File: config.mk
export PLATFORM = sky130hd
export DESIGN_NAME = serial_frame_receiver
export DESIGN_NICKNAME = d
export VERILOG_FILES = /design/src/rtl/serial_frame_pkg.sv /design/src/rtl/serial_parity_acc.sv /design/src/rtl/serial_frame_receiver.sv
export SDC_FILE = /design/constraint.sdc
export NUM_CORES = 1
export LEC_CHECK = 0
export CORE_MARGIN = 4
export CORE_UTILIZATION = 45
export CTS_CLUSTER_SIZE = 10
export DETAILED_ROUTE_END_ITERATION = 7
export PLACE_DENSITY = 0.68
export SYNTH_ARGS = -nofsm -noshare
export SYNTH_HDL_FRONTEND = slang
export SYNTH_SLANG_ARGS = --single-unit
File: constraint.sdc
create_clock -name CLK -period 1.3 [get_ports CLK]
set_input_delay 0.26 -clock CLK [delete_from_list [all_inputs] [get_ports CLK]]
set_output_delay 0.26 -clock CLK [all_outputs]
set_load 0.005 [all_outputs]
File: src/rtl/serial_frame_pkg.sv
// Shared framing definitions for the serial receive/transmit stages.
package serial_frame_pkg;

    // Frame sequencing states.
    typedef enum logic [1:0] {
        S_IDLE,
        S_DATA,
        S_PARITY,
        S_STOP
    } state_t;

    // Line idles low, so a start bit is a 1 and the stop bit returns to 0.
    localparam logic START_LVL = 1'b1;
    localparam logic STOP_LVL  = 1'b0;

endpackage

File: src/rtl/serial_parity_acc.sv
// Running XOR of serial bits; reports the parity bit the frame should carry.
module serial_parity_acc
    import serial_frame_pkg::*;
#(
    parameter bit EVEN = 1'b1
) (
    input  logic CLK,
    input  logic RST,
    input  logic clr,
    input  logic en,
    input  logic bit_in,
    output logic exp_bit_c
);

    logic acc;

    // Accumulate XOR of every enabled bit; clear has priority over enable.
    always_ff @(posedge CLK) begin
        if (!RST) begin
            acc <= 1'b0;
        end else if (clr) begin
            acc <= 1'b0;
        end else if (en) begin
            acc <= acc ^ bit_in;
        end
    end

    // Even parity: bit equals data XOR; odd parity: its complement.
    assign exp_bit_c = EVEN ? acc : ~acc;

endmodule

File: src/rtl/serial_frame_receiver.sv
// Framed-word receiver: start bit, WIDTH data bits, optional parity, stop bit.
module serial_frame_receiver
    import serial_frame_pkg::*;
#(
    parameter int unsigned WIDTH     = 5,
    parameter bit          PARITY_EN = 1'b1,
    parameter bit          EVEN      = 1'b1
) (
    input  logic             CLK,
    input  logic             RST,
    input  logic             SI,
    input  logic             EN,
    input  logic             LR,
    output logic [WIDTH-1:0] DOUT,
    output logic             DVALID,
    output logic             PERR,
    output logic             FERR,
    output logic             BUSY
);

    localparam int unsigned CW = $clog2(WIDTH + 1);

    state_t           state_q, state_d;
    logic [CW-1:0]    cnt_q, cnt_d;
    logic [WIDTH-1:0] shreg_q, shreg_d;
    logic             lr_q, lr_d;
    logic             mis_q, mis_d;
    logic [WIDTH-1:0] dout_d;
    logic             perr_d;
    logic             dvalid_d;
    logic             ferr_d;
    logic             busy_d;
    logic             par_clr_c;
    logic             par_en_c;
    logic             exp_bit_c;

    serial_parity_acc #(
        .EVEN (EVEN)
    ) u_parity (
        .CLK       (CLK),
        .RST       (RST),
        .clr       (par_clr_c),
        .en        (par_en_c),
        .bit_in    (SI),
        .exp_bit_c (exp_bit_c)
    );

    // State register.
    always_ff @(posedge CLK) begin
        if (!RST) begin
            state_q <= S_IDLE;
        end else begin
            state_q <= state_d;
        end
    end

    // Next-state, datapath and output decode; everything holds unless EN strobes.
    always_comb begin
        state_d   = state_q;
        cnt_d     = cnt_q;
        shreg_d   = shreg_q;
        lr_d      = lr_q;
        mis_d     = mis_q;
        dout_d    = DOUT;
        perr_d    = PERR;
        dvalid_d  = 1'b0;
        ferr_d    = 1'b0;
        par_clr_c = 1'b0;
        par_en_c  = 1'b0;
        if (EN) begin
            case (state_q)
                S_IDLE: begin
                    if (SI == START_LVL) begin
                        state_d   = S_DATA;
                        lr_d      = LR;
                        cnt_d     = '0;
                        shreg_d   = '0;
                        mis_d     = 1'b0;
                        par_clr_c = 1'b1;
                    end
                end
                S_DATA: begin
                    // MSB-first shifts left into bit 0; LSB-first shifts right into the top.
                    if (lr_q) begin
                        shreg_d = {shreg_q[WIDTH-2:0], SI};
                    end else begin
                        shreg_d = {SI, shreg_q[WIDTH-1:1]};
                    end
                    par_en_c = 1'b1;
                    cnt_d    = cnt_q + CW'(1);
                    if (cnt_q == CW'(WIDTH - 1)) begin
                        state_d = PARITY_EN ? S_PARITY : S_STOP;
                    end
                end
                S_PARITY: begin
                    mis_d   = (SI != exp_bit_c);
                    state_d = S_STOP;
                end
                S_STOP: begin
                    // A 1 here is a framing error, never a new start bit.
                    if (SI == STOP_LVL) begin
                        dout_d   = shreg_q;
                        perr_d   = PARITY_EN ? mis_q : 1'b0;
                        dvalid_d = 1'b1;
                    end else begin
                        ferr_d = 1'b1;
                    end
                    state_d = S_IDLE;
                end
                default: begin
                    state_d = S_IDLE;
                end
            endcase
        end
        busy_d = (state_d != S_IDLE);
    end

    // Datapath and output registers.
    always_ff @(posedge CLK) begin
        if (!RST) begin
            cnt_q   <= '0;
            shreg_q <= '0;
            lr_q    <= 1'b0;
            mis_q   <= 1'b0;
            DOUT    <= '0;
            PERR    <= 1'b0;
            DVALID  <= 1'b0;
            FERR    <= 1'b0;
            BUSY    <= 1'b0;
        end else begin
            cnt_q   <= cnt_d;
            shreg_q <= shreg_d;
            lr_q    <= lr_d;
            mis_q   <= mis_d;
            DOUT    <= dout_d;
            PERR    <= perr_d;
            DVALID  <= dvalid_d;
            FERR    <= ferr_d;
            BUSY    <= busy_d;
        end
    end

endmodule

==> metrics, run 1 <==
Slew @ Worst Pin 295.1 ps; Vias per Instance around 5.2; DRC 0; area fraction of the dominant cell type after synthesis 44.39%; Inserted Clock Buffers 3; Overall Global Routing Usage 16.15%; Core ar. 2022 µm²; # diodes 0; reg-to-reg critical path endpoint cnt_q[2]; Ys Warns 0; Setup WS pre-CTS -327.5 ps; total negative slack 0 ps; Die Span X 54.96 µm; ys flop type dfxtp_1; nets 148; Post-Route WL 2058 µm; relative slew slack 80.29%; Die ar. 3020 µm²; Layout area overhead 27.49%; post-synthesis cell count 119; std cell rows 16; vias in the first global route 776; worst r2r src cnt_q[1]; Clock Skew around 7.0 ps; Hold WS around 390 ps; share of cells above drive strength 1 25.71%; antenna violations before repair 0; Worst Path Required 1560 ps; CTS clock-pin slew for the worst setup and hold paths 120 ps; post-route cell area 1265 µm²; Placed Area 1211 µm²; Antenna Nets Post-Route 0; status complete, no violations; Avg Cell Area, Syn 8.338 µm²; Post-synth EDFFs 0; endpoints failing setup 0; Final Hold Viols 0; io pins 14; Max clock buf depth 2; first-pass GRT wire length 3325 µm; syn nets 126; Overflow after GRT 0; fmax 827.3 MHz; hold depth 3; crit path time final 1209 ps; insertion delay to the later sink of the worst-skew pair 310 ps; detailed-route via count around 870; Critical Path Start Type flip-flop; CTS tree yes; R2R Setup Slk 90 ps; number of hold buffers added after CTS 0; most common cell in the synthesized netlist dfxtp_1; Placer Congestion 0.7457; top post-synthesis cells by area dfxtp_1 (44%), o21ai_0 (7.6%), a21oi_1 (7.1%); library cells used by synthesis 29; critical path fanouts, max 3; P_leak a little over 0.5 nW; Pwr per Cell Area 944.3 nW/µm²; Seq/Total Area, Yosys between 40% and 50%; area leader, netlist dfxtp_1; synthesized area slightly below 1000 µm²; Final Max Slew Viols 0; max cap viols 0; DP HPWL 1525 µm; fin crit share 92.98%; Starting Density 49.07%; synthesized flop and latch total 22; RSZ-0062 raised after global routing no; Hold Crit Start SI; IO Port Bufs 13; Starting DRT DRC Count 11; Max H-tree Level 1; hold crit path type in -> reg; Die Ht 54.96 µm; Critical Path AT 1470 ps; asr flop ratio synth 0%; worst vdd ir around 0.6 mV; clock sink count 22; Post-synth top cells dfxtp_1 (22), nand2_1 (18), o21ai_0 (15); reg2reg path depth 4; DR pass1 iterations 4; CP Class reg -> reg; worst setup margin 91.26 ps; largest net degree at the start of global routing 14; crit end category flip-flop; WL per Instance 12.32 µm; clock tree root buffer cell clkbuf_4; WHS Endpoint lr_q
## placed cells by master (no fill, tap or decap), types with 2 or more instances in the layout
master and n:
nand2_1 18, a21oi_1 14, clkdlybuf4s50_1 2, dfxtp_1 12
o21ai_0 15, nor2_1 4, ha_1 2, inv_1 4
nand3_1 7, mux2_2 5, dlymetal6s2s_1 2, buf_4 12
dlygate4sd2_1 9, nand4b_1 2, o31ai_1 3, buf_6 2
clkbuf_4 3, dfxtp_2 10
## per-stage QoR
stage               util [%]  instances   power, W
global placement       59.90        163  0.0008299
CTS                    61.57        167   0.001208
global route           62.56        167   0.001256
detailed placement     59.90        163  0.0008336
floorplan                  -        119  0.0007807
finish                 62.56        167   0.001195
## critical path, stage by stage, from the launching register on
cell and delay [ps]:
dfxtp_2 360, ha_1 130, inv_1 50, or4_4 500, a21oi_1 120
## power by group
group          switching (W)  internal [W]  total, W
clock network       0.000203      0.000171  0.000375
logic              0.0000598     0.0000611  0.000121
registers          0.0000140      0.000685  0.000699
## per-layer routing
metal	track usage, %	up-vias	wire length [µm]
met5	0	-	0
met2	25.00	16	910
met1	19.44	393	990
met4	12.15	0	59
li1	-	455	-
met3	3.485	5	97
## cell type report
type	count	area, µm²
sequential	22	452.9
tap	27	33.78
inverter	4	15.01
fill	191	757.0
clock buffer	4	36.28
multi-input combinational	83	490.5
timing repair buffer	27	236.5
## state kept, by name (all words and copies together) (netlist names)
name / count
DOUT: 5
shreg_q: 5
cnt_q: 3
state_q: 2
BUSY: 1
DVALID: 1
FERR: 1
PERR: 1
lr_q: 1
mis_q: 1
u_parity.exp_bit_c: 1
## logic make-up (layout without fill, tap and decap cells)
family,count (synthesis),after routing,share of synthesized area (%)
simple gates,42,42,22.20
compound gates,33,33,17.78
flops,22,22,44.39
buf+inv,14,35,6.557
mux,5,5,5.674
fa+ha+maj,2,2,2.522
xor+xnor,1,1,0.8829
## how the worst max path moves through the flow
stage	start	endpoint	slack, ps	cells past startpoint
2_1_floorplan	cnt_q[0]	cnt_q[2]	120	4
3_3_place_gp	SI	u_parity.exp_bit_c	-300	4
3_5_place_dp	EN	cnt_q[2]	-330	5
4_1_cts	SI	u_parity.exp_bit_c	9	4
5_1_grt	cnt_q[0]	cnt_q[2]	20	4
6_report	cnt_q[1]	cnt_q[2]	90	4
## what timing repair did
item                                    in CTS  in global routing
endpoints found under the setup margin       9                  6
resized for setup                           16                  8
setup buffers                                0                  0
pin swaps                                    0                  1
(Power assumes the default switching activity.)
==> run 2: changes to the inputs <==
CORE_UTILIZATION = 52   (was 45)
PLACE_DENSITY = 0.77   (was 0.68)
==> metrics, run 2 (same netlist as run 1, synthesis figures left out) <==
R2R Setup Slk 40 ps; commonest cells after routing, fill and taps aside nand2_1 (18), o21ai_0 (15), a21oi_1 (14), buf_4 (14), dfxtp_1 (12); Starting Density 56.24%; worst setup margin 43.46 ps; Largest regs DOUT x5, shreg_q x5, cnt_q x3; Final Hold Viols 0; vias in the first global route 844; Overflow after GRT 0; P_leak 0.5030 nW; internal power 0.001055 W; Slew @ Worst Pin 270.4 ps; largest net degree at the start of global routing 14; io pins 14; antenna violations before repair 0; switching part of the total 20.85%; Pwr per Cell Area 1052 nW/µm²; total power 0.001333 W; Starting DRT DRC Count 29; DP HPWL about 1600 µm; total area of multi-input combinational cells roughly 490 µm²; fin crit share a little over nine tenths; share of cells above drive strength 1 25.71%; DR pass1 iterations 4; relative slew slack 81.82%; CTS tree yes; CP Class reg -> reg; Setup WS pre-CTS -386.3 ps; DRC 0; Max H-tree Level 1; max cap viols 0; status complete, no violations; insertion delay to the later sink of the worst-skew pair 300 ps; Die ar. 2671 µm²; final core occ 71.77%; Placer Congestion ~0.77; Max clock buf depth 2; endpoints failing setup 0; commonest non-fill, non-tap cell in the layout nand2_1; Sw Pwr 0.0002778 W; Gate power share 8.7%; # diodes 0; Antenna Nets Post-Route 0; Critical Path Start Type flip-flop; Critical Path AT 1500 ps; hold depth 4; Seq pwr share 52.6%; Layout area overhead 27.62%; first-pass GRT wire length 3553 µm; crit end category flip-flop; Overall Global Routing Usage 17.89%; clock sink count 22; total negative slack 0 ps; WL per Instance 12.81 µm; Vias per Instance roughly 5.3; Hold Crit Start SI; Inserted Clock Buffers 3; filler cell count 150; Die Span X 51.68 µm; crit path time final 1257 ps; worst vdd ir 0.5820 mV; fmax a little under 800 MHz; Clock Skew 5.948 ps; worst r2r src cnt_q[1]; Final Max Slew Viols 0; clock tree root buffer cell clkbuf_4; Core ar. roughly 1800 µm²; nets 148; reg2reg path depth 4; Worst Path Required 1540 ps; Die Ht approximately 52 µm; std cell rows 15; hold crit path type in -> reg; RSZ-0062 raised after global routing no; detailed-route via count 877; IO Port Bufs 13; CTS clock-pin slew for the worst setup and hold paths 120 ps; reg-to-reg critical path endpoint cnt_q[2]; WHS Endpoint u_parity.exp_bit_c; Seq. cell area 452.9 µm²; Hold WS 406.8 ps; critical path fanouts, max 3; share of power burned in the clock network 38.7%; Post-Route WL 2114 µm
## run 2: power by group through the flow
stage | clock network (W) | logic [W] | registers [W]
after floorplan | 0 | 0.0000763 | 0.000704
after global placement | 0 | 0.000116 | 0.000714
after detailed placement | 0 | 0.000118 | 0.000715
after CTS | 0.000520 | 0.000117 | 0.000700
after global routing | 0.000556 | 0.000129 | 0.000703
final | 0.000515 | 0.000116 | 0.000701
## run 2: per-layer routing
| metal | global-route usage [%] | vias up | share of wire, % |
|---|---|---|---|
| met3 | 2.579 | 6 | 3.8 |
| met2 | 33.26 | 14 | 53 |
| met5 | 0 | - | 0 |
| li1 | - | 455 | - |
| met1 | 20.07 | 402 | 41 |
| met4 | 7.424 | 0 | 1.6 |
## run 2: how the worst max path moves through the flow
stage               start                 end  slack, ps  depth (start not counted)
6_report         cnt_q[1]            cnt_q[2]         40                          4
3_3_place_gp           EN  u_parity.exp_bit_c       -320                          4
3_5_place_dp           EN          shreg_q[2]       -390                          5
2_1_floorplan    cnt_q[0]            cnt_q[2]        120                          4
4_1_cts        state_q[0]            cnt_q[2]          2                          3
5_1_grt          cnt_q[1]            cnt_q[2]          2                          4
## run 2: repair_timing
item | CTS | global route
setup buffers | 0 | 0
resized for setup | 17 | 5
setup endpoints to repair | 23 | 9
pin swaps | 0 | 1
hold buffers | 0 | 0
## run 2: critical path: stages, from the launching register on
cell and delay, ps:
dfxtp_2 360, ha_2 160, inv_1 40, or4_1 510, a21oi_1 130
## run 2: cell type report
| cell class | instances | share of cell area [%] |
|---|---|---|
| Timing Repair Buffer | 27 | 17.79 |
| Tap cell | 25 | 2.470 |
| Sequential cell | 22 | 35.77 |
| Clock buffer | 3 | 1.779 |
| Clock inverter | 1 | 2.372 |
| Inverter | 4 | 1.186 |
| Multi-Input combinational cell | 83 | 38.64 |
## run 2: per-stage QoR
stage,cell area (µm²),instances
after floorplan,992.2,119
after global placement,1209,161
after detailed placement,1209,161
after CTS,1257,165
after global routing,1266,165
final,1266,165
